### config.mk
export PLATFORM = sky130hd
export DESIGN_NAME = branch_redirect_ctrl
export DESIGN_NICKNAME = d
export VERILOG_FILES = /design/src/rtl/mips_pipe_pkg.sv /design/src/rtl/branch_target_calc.sv /design/src/rtl/branch_redirect_ctrl.sv
export SDC_FILE = /design/constraint.sdc
export NUM_CORES = 1
export LEC_CHECK = 0
export CORE_MARGIN = 2
export CORE_UTILIZATION = 51
export DETAILED_ROUTE_END_ITERATION = 10
export GPL_TIMING_DRIVEN = 0
export HOLD_SLACK_MARGIN = 0.08
export PLACE_DENSITY = 0.8
export SLEW_MARGIN = 40
export SYNTH_ARGS = -nofsm -noshare
export SYNTH_HDL_FRONTEND = slang
export SYNTH_SLANG_ARGS = --single-unit
export TNS_END_PERCENT = 5
### constraint.sdc
create_clock -name clk -period 3.1 [get_ports clk]
set_input_delay 0.465 -clock clk [delete_from_list [all_inputs] [get_ports clk]]
set_output_delay 0.465 -clock clk [all_outputs]
set_load 0.02 [all_outputs]
### src/rtl/mips_pipe_pkg.sv
// Shared definitions for the MIPS pipeline control blocks.
//   - Branch type encodings carried from ID/EX (br_type).
//   - Branch redirect FSM state encodings.
//   - Datapath width constants.
package mips_pipe_pkg;

    localparam int XLEN   = 32;
    localparam int JIDX_W = 26;

    localparam logic [1:0] BR_NONE = 2'b00;
    localparam logic [1:0] BR_BEQ  = 2'b01;
    localparam logic [1:0] BR_BNE  = 2'b10;
    localparam logic [1:0] BR_J    = 2'b11;

    localparam logic [1:0] ST_IDLE     = 2'd0;
    localparam logic [1:0] ST_RESOLVE  = 2'd1;
    localparam logic [1:0] ST_REDIRECT = 2'd2;

endpackage

### src/rtl/branch_target_calc.sv
// Combinational branch/jump target computation.
// Ports:
//   pc_plus4   in  XLEN    PC+4 of the branch instruction
//   offset     in  XLEN    sign-extended 16-bit immediate
//   jump_index in  JIDX_W  J-type instr_index
//   br_type    in  2       branch type (BR_* encodings)
//   target     out XLEN    PC-relative target for BEQ/BNE, region target for J
module branch_target_calc
    import mips_pipe_pkg::*;
(
    input  logic        [XLEN-1:0]   pc_plus4,
    input  logic signed [XLEN-1:0]   offset,
    input  logic        [JIDX_W-1:0] jump_index,
    input  logic        [1:0]        br_type,
    output logic        [XLEN-1:0]   target
);

    logic signed [XLEN-1:0] off_words;
    logic        [XLEN-1:0] rel_target;
    logic        [XLEN-1:0] jmp_target;

    // Word offset; the add is modulo 2^32 so a carry out simply wraps.
    assign off_words  = offset <<< 2;
    assign rel_target = pc_plus4 + $unsigned(off_words);
    assign jmp_target = {pc_plus4[XLEN-1:XLEN-4], jump_index, 2'b00};

    assign target = (br_type == BR_J) ? jmp_target : rel_target;

endmodule

### src/rtl/branch_redirect_ctrl.sv
// Branch/jump redirect sequencer for the 5-stage MIPS pipeline.
// Latches a branch descriptor from ID/EX, resolves it in one cycle, and on a
// taken branch offers the target to fetch with a valid/ready handshake while
// flushing the wrong-path instructions. Counts accepted redirects (saturating).
// Ports:
//   clk, rst_n          clock, synchronous active-low reset
//   br_valid, br_type   descriptor valid pulse and type (BR_* encodings)
//   rs_eq               rs == rt comparison result
//   pc_plus4, offset    PC+4 and sign-extended immediate
//   jump_index          J-type instr_index
//   redirect_ready      fetch accepts the redirect this cycle
//   stall               hold PC and IF/ID while busy
//   redirect_valid/_pc  redirect handshake and target
//   flush_if, flush_id  squash IF/ID and ID/EX on the accepting cycle
//   taken_count         accepted redirects, saturating
module branch_redirect_ctrl
    import mips_pipe_pkg::*;
#(
    parameter int CNT_W = 16
) (
    input  logic              clk,
    input  logic              rst_n,
    input  logic              br_valid,
    input  logic [1:0]        br_type,
    input  logic              rs_eq,
    input  logic [XLEN-1:0]   pc_plus4,
    input  logic [XLEN-1:0]   offset,
    input  logic [JIDX_W-1:0] jump_index,
    input  logic              redirect_ready,
    output logic              stall,
    output logic              redirect_valid,
    output logic [XLEN-1:0]   redirect_pc,
    output logic              flush_if,
    output logic              flush_id,
    output logic [CNT_W-1:0]  taken_count
);

    function automatic logic [CNT_W-1:0] sat_inc(input logic [CNT_W-1:0] v);
        return (&v) ? v : v + CNT_W'(1);
    endfunction

    logic [1:0]        state_q;
    logic [1:0]        type_p1;
    logic              rs_eq_p1;
    logic [XLEN-1:0]   pc_plus4_p1;
    logic [XLEN-1:0]   offset_p1;
    logic [JIDX_W-1:0] jidx_p1;
    logic [XLEN-1:0]   target_p1;
    logic              taken_p1;
    logic              accept;

    branch_target_calc u_calc (
        .pc_plus4   (pc_plus4_p1),
        .offset     (offset_p1),
        .jump_index (jidx_p1),
        .br_type    (type_p1),
        .target     (target_p1)
    );

    assign taken_p1 = (type_p1 == BR_J)
                    | ((type_p1 == BR_BEQ) &  rs_eq_p1)
                    | ((type_p1 == BR_BNE) & ~rs_eq_p1);

    assign accept         = (state_q == ST_REDIRECT) & redirect_ready;
    assign stall          = (state_q != ST_IDLE);
    assign redirect_valid = (state_q == ST_REDIRECT);
    // A reset landing on the accepting cycle must not squash anything.
    assign flush_if       = accept & rst_n;
    assign flush_id       = accept & rst_n;

    always_ff @(posedge clk) begin
        if (!rst_n) begin
            state_q     <= ST_IDLE;
            type_p1     <= BR_NONE;
            rs_eq_p1    <= 1'b0;
            pc_plus4_p1 <= '0;
            offset_p1   <= '0;
            jidx_p1     <= '0;
            redirect_pc <= '0;
            taken_count <= '0;
        end else begin
            case (state_q)
                // Capture: descriptor enters the resolve stage.
                ST_IDLE: begin
                    if (br_valid && (br_type != BR_NONE)) begin
                        type_p1     <= br_type;
                        rs_eq_p1    <= rs_eq;
                        pc_plus4_p1 <= pc_plus4;
                        offset_p1   <= offset;
                        jidx_p1     <= jump_index;
                        state_q     <= ST_RESOLVE;
                    end
                end
                // Resolve: target registered only on taken; not-taken keeps the old PC.
                ST_RESOLVE: begin
                    if (taken_p1) begin
                        redirect_pc <= target_p1;
                        state_q     <= ST_REDIRECT;
                    end else begin
                        state_q     <= ST_IDLE;
                    end
                end
                // Redirect: hold target until fetch accepts.
                ST_REDIRECT: begin
                    if (redirect_ready) begin
                        taken_count <= sat_inc(taken_count);
                        state_q     <= ST_IDLE;
                    end
                end
                default: state_q <= ST_IDLE;
            endcase
        end
    end

endmodule

======== Word-level counts from Yosys, hierarchy flattened ========
Cells that the tools add are included.
W data, S select, Z words.
cells by class
  $add $sub $neg .......................... 2
  eq/ne operators ......................... 7
  muxes and demuxes ....................... 5
  bitwise gates (word level) .............. 8
  reductions and logical operators ........ 9
operators by type and width
  kind                     count
  $add A32 B32 Y32         1
  $mux W32                 1
  $add A16 B1 Y16 const B  1
  $reduce_and A16 Y1       1
  $eq A2 B2 Y1 const B     3
  $mux W2                  3
  $pmux W2 S3              1
  $reduce_and A2 Y1        3
  $and A1 B1 Y1            4
  $eq A2 B1 Y1 const B     2
  $ne A2 B2 Y1 const B     2
  $reduce_bool A2 Y1       2
  $reduce_and A3 Y1        1
  $logic_not A2 Y1         1
  $not A1 Y1               2
  $or A1 B1 Y1             2
  $logic_and A1 B1 Y1      1
word-level totals
  logic and storage cells ................. 39
  bits of input ports ..................... 97
  register bits after elaboration ......... 141
  output and inout bits ................... 52

======== Depth between registers and ports, before layout ========
Gate-level depths: netlist (run 1).
  depth after elaboration ................. 6
  mapped depth ............................ 9
  depth with buffers taken out ............ 9

======== By module ========
From an unflattened synthesis (run 1), not the netlist that was laid out.
second synthesis, totals
  cells, all modules ...................... 938
  area, all modules ....................... 7105.6 µm²
by module, submodules not included
  module                sequential area each (µm²)  cells each  area each (µm²)  instances
  branch_redirect_ctrl  2862.7                      647         5136.2           1
  branch_target_calc    0.0                         291         1969.4           1

======== Worst setup path before layout (run 1) ========
Ideal clock, no wire load.
  path type ............................... reg-to-reg
  start point ............................. register pc_plus4_p1[2]
  end point ............................... register redirect_pc[18]
  arrival time ............................ 2269 ps
  path buffers ............................ 0
  slack ................................... 736 ps
  setup time .............................. 95 ps
  cell stages (with the launch flop) ...... 10
  data required time ...................... 3005 ps
  clock period less this slack ............ 2364 ps
  path through ............................ dfxtp_1 > ha_1 > fa_1 > a21oi_2 > o211a_4 > nor3_4 > o31ai_2 > o21ai_0 > xnor2_1 > a221oi_1
on the way
  longest elaborated chain between the ends .. 2
ends and longest elaborated chain
  element                 line                        text
  start, declared         branch_redirect_ctrl.sv:45  logic [XLEN-1:0] pc_plus4_p1;
  start signal, assigned  branch_redirect_ctrl.sv:88  pc_plus4_p1 <= pc_plus4;
  $add A32 B32 Y32        branch_target_calc.sv:24    assign rel_target = pc_plus4 + $unsigned(off_words);
  $mux W32                branch_target_calc.sv:27    assign target = (br_type == BR_J) ? jmp_target : rel_target;
  end signal, assigned    branch_redirect_ctrl.sv:97  redirect_pc <= target_p1;
  end, declared           branch_redirect_ctrl.sv:32  output logic [XLEN-1:0] redirect_pc,
Every way passes these cells.
A chain may end at the register's enable or synchronous reset.

======== Final worst setup path (run 1) ========
  start point ............................. input rst_n
  end point ............................... output flush_if
on the way
  longest elaborated chain between the ends .. 1
ends and longest elaborated chain
  element          line                        text
  start, declared  branch_redirect_ctrl.sv:22  input logic rst_n,
  $and A1 B1 Y1    branch_redirect_ctrl.sv:68  assign flush_if = accept & rst_n;
  end, declared    branch_redirect_ctrl.sv:33  output logic flush_if,
Every way passes these cells.

==> results of run 1 <==
worst min-delay path: stages:
cell	delay (ps)
clkbuf_2	240
nand2_1	90
o311ai_1	60
cell families (layout without fill, tap and decap cells):
| kind of cell | after synthesis | count (layout) | synth area share (%) |
|---|---|---|---|
| XOR/XNOR | 28 | 28 | 3.49 |
| adder cells (fa/ha/maj) | 31 | 31 | 5.62 |
| AO/OA/AOI/OAI | 273 | 273 | 23.6 |
| buffers and inverters | 68 | 245 | 3.77 |
| AND/OR/NAND/NOR | 371 | 371 | 23.1 |
| flip-flops | 141 | 141 | 40.1 |
| multiplexers | 2 | 2 | 0.302 |
synth_stat cells (all sizes together) (2+ instances only):
cell type  count  area [µm²]
xor2          11        96.3
o211ai         6        45.0
and4           3        26.3
and3b          2        17.5
a31oi         10        62.6
and3          10        62.6
nand3         27         145
a2111oi        3        38.8
a211oi         3        35.0
or4            2        15.0
nor2b          2        20.0
o21bai         5        48.8
a211o          2        17.5
o21ai         39         199
nand4          9        62.6
a21oi        156         785
clkbuf        47         179
and2           4        25.0
o221ai         2        17.5
a221oi         4        41.3
buf            9        41.3
inv           12        45.0
a21o           9        67.6
nand2b         3        18.8
o31ai          6        55.1
a311oi         4        35.0
ha            30         375
o211a          4        47.6
nand2        250         938
xnor2         17         149
nor2          37         139
nor3          11        71.3
o21a           5        37.5
dfxtp        141        2820
o22ai          5        31.3
or3            8        55.1
worst max path at each step:
stage	startpoint	end	slack, ps	cells past startpoint
after global routing	rst_n	flush_if	130	7
after CTS	rst_n	flush_if	100	7
after detailed placement	rst_n	flush_if	-20	7
after floorplan	pc_plus4_p1[2]	redirect_pc[18]	740	9
after global placement	rst_n	flush_if	-9	7
final	rst_n	flush_if	220	7
cells in the final DEF (no fill, tap or decap), types with 9 or more instances in the layout:
cell type and instances:
clkdlybuf4s50_1 145, and3_1 10, clkbuf_1 44, nor3_1 9, nand2_1 250, a21o_1 9
a31oi_1 10, ha_1 30, nor2_1 37, a21oi_1 155, xor2_1 11, dfxtp_1 141
nand3_1 25, clkbuf_16 17, o21ai_0 34, xnor2_1 17, inv_1 12
layout make-up:
class | count | area share [%]
inverter | 12 | 0.484
buffer | 56 | 2.39
clock buffer | 20 | 4.91
clock inverter | 12 | 1.47
sequential | 141 | 30.4
tap | 176 | 2.37
multi-input combinational | 705 | 42.4
timing repair buffer | 145 | 15.6
what timing repair did:
item                                    4_1_cts  5_1_grt
gates resized for setup                       1        2
endpoints found under the setup margin        1        1
hold buffers                                  0        0
hold endpoints to repair                      0        0
metal layers:
metal / up-vias / global-route usage (%) / share of wire (%)
li1: 3526 / - / -
met1: 3291 / 37.9 / 44
met2: 292 / 45.3 / 47
met3: 36 / 4.79 / 6.8
met4: 0 / 11.1 / 2.2
met5: - / 0 / 0
through the flow:
stage / setup WS (ps) / hold slack, ps / utilization, % / std cells
after floorplan: 736 / 432 / - / 914
after global placement: -9.37 / 441 / 65.2 / 1235
after detailed placement: -15.8 / 449 / 65.2 / 1235
after CTS: 98.1 / 458 / 69.7 / 1267
after global routing: 133 / 463 / 69.7 / 1267
final: 222 / 456 / 69.7 / 1267
registers in the layout (all words and copies together), names as in the netlist:
signal and flops:
state_q 2, type_p1 2, jidx_p1 26, redirect_pc 32
pc_plus4_p1 32, offset_p1 30, rs_eq_p1 1, taken_count 16
power by group:
| part | switching [mW] | internal [mW] | leakage [nW] |
|---|---|---|---|
| registers | 0.0483 | 1.89 | 1.15 |
| clock network | 0.819 | 1.23 | 0.283 |
| logic | 0.337 | 0.265 | 2.11 |
| total | 1.20 | 3.38 | 3.54 |
==> run summary, run 1 <==
Detailed routing inserted a total of 7145 vias. The number of levels in the clock H-tree is 4, and the HPWL reported at the end of detailed placement is 15400 µm. Entering global routing, the biggest net connects 17 pins. STA classifies the critical path endpoint as an output pin. The shortest period the worst path allows was 2880 ps. The logs give 0 for the final-report hold violation count and 440 ps for the clock latency of the later-clocked register in the worst-skew pair. Family with the most delay on the worst path: buffers and inverters. In this design, the stage delay of the slowest critical-path cell is 520 ps.

The areal power density over the cells works out to 493 mW/mm². The post-CTS repair timing setup buffer count was 0. Of the available clock period, the critical path in the final layout requires 92.9%.

Area used by multi-input combinational logic: 0.00395 mm². The flow ran to the end, and the final reports show no timing, DRC or antenna violations. The sequential standard cell area came out at 0.00282 mm². The slowest stage cell on the critical path was clkdlybuf4s50_1.

For hold timing, the worst endpoint is redirect_pc[27]. Clock-pin slew was measured on the worst setup and hold paths at 60 ps. Routability-driven placement finished with a final weighted congestion of 0.914. The worst register-to-register path ends at redirect_pc[18]. The signal on the critical path passes through clkbuf_2 > inv_1 > clkbuf_1 > clkbuf_2 > nor2_1 > buf_4 > clkdlybuf4s50_1.

The sequential-to-total area share from yosys stat was 40.1%; the vertical extent of the die was 121 µm. Number of cells produced by synthesis: 914. The die is 121 µm wide. Max-cap violations in this run came to 0. Port buffering added 145 buffers. The arrival time of the worst setup path is 2410 ps. The post-route DRC violation count came out at 0.

The fraction of layout cells with a size suffix above 1 was 5.59%. The number of antenna violations at the first check in global routing came out at 0. The final global-route overflow total came out at 0.

Synthesis instantiated 70 different standard cells from the library. In the routed layout, each cell is associated on average with a via count of 5.64. The average cell area after synthesis was 7.69 µm²; the static leakage was 3.54 nW. The number of flip-flops and latches in the synthesized netlist is 141, and the number of standard-cell rows in the floorplan is 42. The tools report the area after detailed placement as 0.00870 mm². In this run the standard cell core region covers 0.0133 mm². Wires add up to 20400 µm.

The first detailed-routing pass ran for 5 iterations. The transition time at the pin with the least slew margin was 680 ps. Summing internal, switching and leakage power gives 4.59 mW.

In the global route stage, overall resource usage came out at 28.2%. The number of I/O pins was 149; the final-report setup violation count was 0. The remaining antenna violation count after routing is 0, and the critical-path maximum fanout is 10.

The tools report the peak clock frequency supported by timing as 0.347 GHz. The number of flops mapped to enable cells by yosys came out at 0. The tools report the total die area as 0.0147 mm².

The run gives 0 as the max-slew violation count. For the final routed database, the setup TNS stands at 0 ps. The number of sinks driven by the clock tree was 141; the number of global-route vias before repair was 6486. The global-route wire length before repair was 32500 µm. During synthesis, Yosys emitted a total of 0 warnings.

The detailed router finished its first iteration with 634 violations. For this run, the leading register cell type out of synthesis is dfxtp_1. At the worst endpoint, the required time is 2630 ps. Headroom to the max-slew limit came out at 54.7%. The number of antenna cells inserted was 0.

The nature of the critical path startpoint was an input pin. The worst reg-to-reg path cell count was 9; the worst setup slack for register-to-register paths was 380 ps. The worst hold path passes through 3 cells. When the netlist entered floorplanning its net count stood at 1042. For the number of inserted filler cells in the final layout, the log shows 1143. Root buffer cell: clkbuf_16. The class of the most critical hold timing path was in -> reg. Startpoint-to-endpoint class of the critical path: in -> out.

Setup repair after global routing left no endpoint under its margin. The worst hold path begins at rst_n. The area growth from synthesis to layout is 32.2%. TritonCTS built the clock tree. The number of clock buffers added by TritonCTS is 17. For this run, the post-layout net count is 1206.

The logs give 0.393 mV for the largest vdd supply drop and 7.87 ps for the largest clock skew in the final design. The async set-reset flop share out of synthesis came out at 0%. The finished cells cover 0.00930 mm².

In this run the deepest clock path goes through 2 buffers. The cell repeated most along the worst path is clkbuf_2. In the final routed layout, each cell accounts on average for 16.1 µm. The worst register-to-register path begins at pc_plus4_p1[2].

The mapped netlist covers 0.00703 mm². The starting utilization of the core area is 52.7%. The number of buffers and inverters on the critical path works out to 6.
Note: power is estimated with default switching activity, not from simulation.
==> run 2, diff against run 1 <==
Settings changed: GPL_ROUTABILITY_DRIVEN set to 0.
Clock period 3.1 ns to 2.7 ns, I/O delays scaled along.
==> run 2 against run 1 <==
Compared with the run above:
- die area stayed put
- global-route usage is 0.50 points higher
- register-to-register slack worse by 300 ps
- sequential share of layout area is 0.098 points higher
==> run summary, run 2 (synthesis gave the netlist of run 1 again) <==
The count of port buffers added during placement is 145. The detail route stage leaves a number of antenna-violating nets equal to 0. The final worst-path cycle share is 96.9%, and the first-pass detailed-route iteration total is 6. Post-layout instance count excluding filler cells: 1264. Root buffer cell: clkbuf_16. The final-report hold violation count is 0. The count of vias placed by the detailed router came out at 7231. For this design the top-level I/O count stands at 149.

At the worst endpoint, the required time is 3020 ps. Nature of the critical path startpoint: a register. In the layout the commonest cells are nand2_1 (250), a21oi_1 (155), clkdlybuf4s50_1 (145). The tree built by TritonCTS fans out to 141 sinks. The number of inserted filler cells in the final layout is 1166. Clock latency of the later-clocked register in the worst-skew pair: 420 ps. The vertical extent of the die works out to 121 µm.

Including well taps, the total number of placed cells is 1235. After detailed routing, the met2 layer carries 9570 µm of wire. In this run the power density over the cells is 556 mW/mm². For the max-slew violation count, the log shows 0. TritonCTS built the clock tree. Setup violations remaining at the end of the flow were counted as 0. Hold timing on the final database bottoms out at a slack of 404 ps. Class of the most critical hold timing path: in -> reg. Between clock sinks in the finished design, the worst skew comes to 8.36 ps. The post-CTS repair timing setup buffer count is 0.

The fraction of layout cells with a size suffix above 1 was 5.15%; the number of global-route vias before repair was 6875. The die span in x was 121 µm. The static leakage is 3.53 nW, and the max capacitance violation total is 0. The headroom to the max-slew limit came out at 51.2%. In this run, post-CTS repair resized a total of 3 instances.

After clock tree synthesis, the clock-pin slew on the worst setup and hold paths is 60 ps. Setup repair after global routing could not meet its margin everywhere. The largest net degree at the start of global routing came out at 17.

The core region is 0.0133 mm². The via density per instance works out to 5.72. The run gives 8570 µm as the total routed wire length on the met1 layer.

TritonCTS created 17 clock buffers. The worst setup path is of the reg -> reg kind. The post-route DRC violation count was 0; the area growth from synthesis to final layout was 31.8%. STA classifies the critical path endpoint as a register. The highest metal layer carrying signal wires in the routed design is met4. The detailed router finished its first iteration with 626 violations.

Leaving out fill and tap cells, the most frequent cell in the layout is nand2_1. The worst register-to-register path has a setup slack of 80 ps. The largest vdd supply drop was 0.398 mV; the number of standard-cell rows in the floorplan was 42. Summed over all layers, the routed wires come to 20400 µm. At the end of the flow the core is filled with cells to 69.5%. The number of antenna diodes in the final layout is 0. The overall track demand over capacity in global routing was 28.7%. In the final routed layout, each cell accounts on average for 16.2 µm. The total die area is 0.0147 mm². The tools report the total met3 wirelength after detailed routing as 1710 µm. The first global-routing pass estimated 33200 µm of wire.

The clock period could shrink to 2620 ps. For the worst setup path, the data arrival time is 2930 ps. The transition time at the pin with the least slew margin came out at 725 ps.

For this configuration, the core starts out at a cell density of 52.7%. Hold repair after CTS inserted 0 buffers. The tools report the number of levels in the clock H-tree as 4.

The run finished with clean final reports. The tools report the final global-route overflow total as 0. The HPWL after detailed placement is 15200 µm. The longest clock path from root to sink contains 2 buffers. Of all nets on the critical path, the largest fanout is 6. The net count of the finished layout was 1205.

The largest registers in the layout are pc_plus4_p1 x32, redirect_pc x32, offset_p1 x30. The tools report the number of antenna violations at the first check in global routing as 0. The peak clock frequency supported by timing is 0.382 GHz.
==> run 2: changes by cell type in the layout (fill, tap and decap cells not counted), sizes merged <==
cell      change
clkbuf        +2
inv           -2
clkinvlp      -1
clkinv        -2
==> run 2: critical path, cell delays in order (launching register included) <==
cell and delay, ps:
dfxtp_1 310, ha_1 220, fa_1 420, a21oi_2 230
o211a_4 230, nor3_4 60, o31ai_4 370, o21ai_0 180
xnor2_1 180, a221oi_1 290
==> run 2: layer usage <==
| metal | GRT usage [%] | vias to the layer above |
|---|---|---|
| met4 | 11.9 | 0 |
| met3 | 6.58 | 47 |
| met5 | 0 | - |
| met2 | 46.9 | 314 |
| met1 | 36.6 | 3340 |
| li1 | - | 3530 |
==> run 2: cell type report <==
cell class	count	area, µm²	area share (%)
inverter	12	45.0	0.486
clock buffer	23	468	5.05
tap	176	220	2.38
multi-input combinational	705	3950	42.7
sequential	141	2820	30.4
buffer	55	219	2.36
clock inverter	7	90.1	0.972
timing repair buffer	145	1450	15.7
==> run 2: where the power goes <==
part,switching (mW),internal (mW)
clock network,0.849,1.39
logic,0.388,0.304
registers,0.0549,2.17
==> run 2: per-stage QoR <==
stage	TNS, ps	instance area, µm²	setup slack, ps	power [mW]
6_report	0	9270	82.7	5.16
5_1_grt	-110	9270	-110	5.35
4_1_cts	0	9270	4.12	5.16
3_5_place_dp	-519	8700	-293	2.95
3_3_place_gp	-408	8700	-263	2.94
2_1_floorplan	0	7030	336	2.65
==> run 2: path summary, 6_finish.rpt <==
kind | startpoint | endpoint | cells past startpoint
worst min-delay path | rst_n | redirect_pc[27] | 3
worst max-delay path | pc_plus4_p1[2] | redirect_pc[18] | 9
worst max register to register | pc_plus4_p1[2] | redirect_pc[18] | 9
worst min register to register | jidx_p1[18] | jidx_p1[18] | 2
==> run 3, diff against run 2 <==
Settings changed: CORE_UTILIZATION 51 to 53, CTS_BUF_LIST set to sky130_fd_sc_hd__clkbuf_2, PLACE_DENSITY 0.8 to 0.83.
==> run 3 against run 2 <==
Compared with the run above:
- cell area down 2.5%
- power decreased by 13%
- utilization shrank 0.36 points
- sequential share of layout area is 0.78 points higher
- maximum frequency rose by 1.2%
- wire length shrank 1.4%
- critical endpoint is now flush_id
- largest cell class unchanged
==> run summary, run 3 (synthesis gave the netlist of run 1 again) <==
Of all nets on the critical path, the largest fanout is 4. Via density per instance: 5.66. The logs give 0 for the final-report hold violation count and 1235 for the number of cells in the design after placement. The arrival time of the worst setup path was 2180 ps. For the overall track demand over capacity in global routing, the log shows 28.5%. Internal power comes to 3.26 mW. The fraction of layout cells with a size suffix above 1 is 5.40%, and the net count of the finished layout is 1207. The global-route wire length before repair was 32200 µm; the wire length per cell after detailed routing was 15.9 µm. Entering global routing, the biggest net connects 17 pins. The design draws 4.48 mW. The vertical extent of the die was 119 µm.

In this run the static leakage power is 3.45 nW. The run gives 2300 ps as the required time of the critical path. Nature of the critical path startpoint: a register.

In this run, the number of DRC markers left after iteration 0 of detailed routing was 466. In the routed design, unresolved DRC markers number 0. The areal power density over the cells was 496 mW/mm².

For this block, the via count after detailed routing is 7177. TritonCTS built the clock tree. Combinational logic burns 15.5% of the power. The largest individual stage delay along the critical path comes from the cell clkdlybuf4s50_1. The startpoint identified for the worst register-to-register timing path is pc_plus4_p1[2]. For this run, the number of standard cells in the final layout without fillers is 1269. The run gives 0.0142 mm² as the total die area. The switching share of total power came out at 27.2%. For the largest vdd supply drop, the log shows 0.340 mV. Setup repair after global routing left no endpoint under its margin. Setup violations remaining at the end of the flow were counted as 0. For the peak clock frequency supported by timing, the log shows 0.386 GHz. The largest single stage delay on the critical path is 620 ps.

The count of port buffers added during placement was 145. The clock network burns 34.9% of the power. From synthesis to final layout, the design area changed by 28.6%.

For this design, the sink count on the clock tree is 141. For hold timing, the worst endpoint is jidx_p1[15]. The class of the most critical hold timing path is in -> reg.

The sequential fraction of design power came out at 49.7%. In this run the most critical hold path is launched from jump_index[15]. The largest registers in the layout are pc_plus4_p1 x32, redirect_pc x32, offset_p1 x30. The tool flagged a number of max-cap violations equal to 0. The headroom to the max-slew limit came out at 47.8%. The final global-route overflow total was 0; the number of standard-cell rows in the floorplan was 42. For the HPWL reported at the end of detailed placement, the log shows 15200 µm. The top cell types in the final layout, fill and taps aside, are nand2_1 (250), a21oi_1 (155), clkdlybuf4s50_1 (144). Broken down by cell family, the worst path's largest delay share belongs to buffers and inverters. STA classifies the critical path endpoint as an output pin.

The first-pass detailed-route iteration total is 6, and the shortest period the worst path allows is 2590 ps. The run finished with clean final reports. Traced cell by cell, the critical path runs through nor2b_4 > nand2_1 > nor2_1 > clkdlybuf4s50_1. Post-CTS timing repair inserted 0 buffers for setup. The worst hold path was traced through 3 stages. The number of antenna violations at the first check in global routing is 1, and the CTS clock-pin slew for the worst setup and hold paths is 220 ps. The tree is rooted in a clkbuf_2. At the pin with the least slew margin, the transition time is 783 ps. The clock arrives with 39.8 ps of skew. For the net switching power of the design, the log shows 1.22 mW. Leaving out fill and tap cells, the most frequent cell in the layout is nand2_1. The initial utilization of the core area, before any placement, comes to 53.7%. Max-slew violation count: 0. The worst setup slack for register-to-register paths is 180 ps, and the maximum count of clock buffers along a single path is 2. The detail route stage leaves a number of antenna-violating nets equal to 0. At the later pin of the worst-skew pair, clock insertion delay measures 740 ps.

Of the available clock period, the critical path in the final layout requires 95.8%. The number of clock buffers inserted by TritonCTS was 17. The endpoint identified for the worst register-to-register timing path is redirect_pc[18]. The number of global-route vias before repair was 6722. The critical path is of the reg -> out type. The number of levels in the clock H-tree was 4.

For this design the top-level I/O count stands at 149. The final layout contains routed wiring with a total length of 20200 µm. The worst register-to-register path has a depth of 9.

The core region is 0.0131 mm². The number of buffers and inverters on the critical path was 1. The die span in x was 119 µm.
==> run 3: cell count changes in the layout (fill, tap and decap cells not counted), moves of 2 or more <==
| cell | change |
|---|---|
| clkbuf_1 | -3 |
| clkbuf_8 | -2 |
| clkinv_1 | +4 |
| clkbuf_16 | -17 |
| clkinv_4 | +2 |
| clkbuf_2 | +18 |
| clkinvlp_4 | -2 |
| bufinv_16 | +4 |
==> run 3: area by class of cell <==
class                           instances  area, µm²
Fill cell                            1092       4040
Multi-Input combinational cell        705       3950
Sequential cell                       141       2820
Timing Repair Buffer                  146       1460
Clock inverter                         14        223
Buffer                                 56        223
Tap cell                              176        220
Clock buffer                           18       90.1
Inverter                               12       45.0
Antenna cell                            1       2.50
==> run 3: worst register-to-register path, delay by kind of cell, from the launching register on <==
kind            cells  cell delay, ps
xor+xnor            1             160
flops               1             370
fa+ha+maj           2             650
compound gates      5            1230
simple gates        1              60
==> run 3: stage by stage <==
step           instance area, µm²  worst slack (ps)  hold slack [ps]  setup TNS (ps)  utilization [%]
2_1_floorplan                7030               336              432               0                -
3_3_place_gp                 8700              -273              438            -429             66.5
3_5_place_dp                 8700              -270              443            -423             66.5
4_1_cts                      9030             0.783              135               0             69.0
5_1_grt                      9040              13.9              165               0             69.1
6_report                     9040               113              172               0             69.1
==> run 3: worst max-delay path by stage <==
stage,start,end,cells past startpoint
6_report,state_q[1],flush_id,4
5_1_grt,pc_plus4_p1[2],redirect_pc[18],9
4_1_cts,pc_plus4_p1[2],redirect_pc[18],9
3_5_place_dp,rst_n,flush_if,7
3_3_place_gp,rst_n,flush_if,7
2_1_floorplan,pc_plus4_p1[2],redirect_pc[18],9
==> run 3: power by group through the flow <==
stage / combinational, mW / clock (mW) / sequential [mW]
after floorplan: 0.391 / 0 / 2.26
after global placement: 0.668 / 0 / 2.27
after detailed placement: 0.678 / 0 / 2.27
after CTS: 0.686 / 1.57 / 2.23
after global routing: 0.762 / 1.66 / 2.24
final: 0.694 / 1.56 / 2.23
==> run 3: metal layers <==
layer / part of all wire, % / GRT usage [%]
met5: 0 / 0
met4: 2.7 / 12.5
met3: 8.1 / 5.41
met2: 47 / 46.8
met1: 42 / 36.5
==> run 3: timing repair <==
item | 4_1_cts | 5_1_grt
hold buffers | 1 | 0
gates cloned | 0 | 0
endpoints found under the hold margin | 5 | 0
gates resized for setup | 4 | 1
pin swaps | 0 | 0
endpoints found under the setup margin | 2 | 4
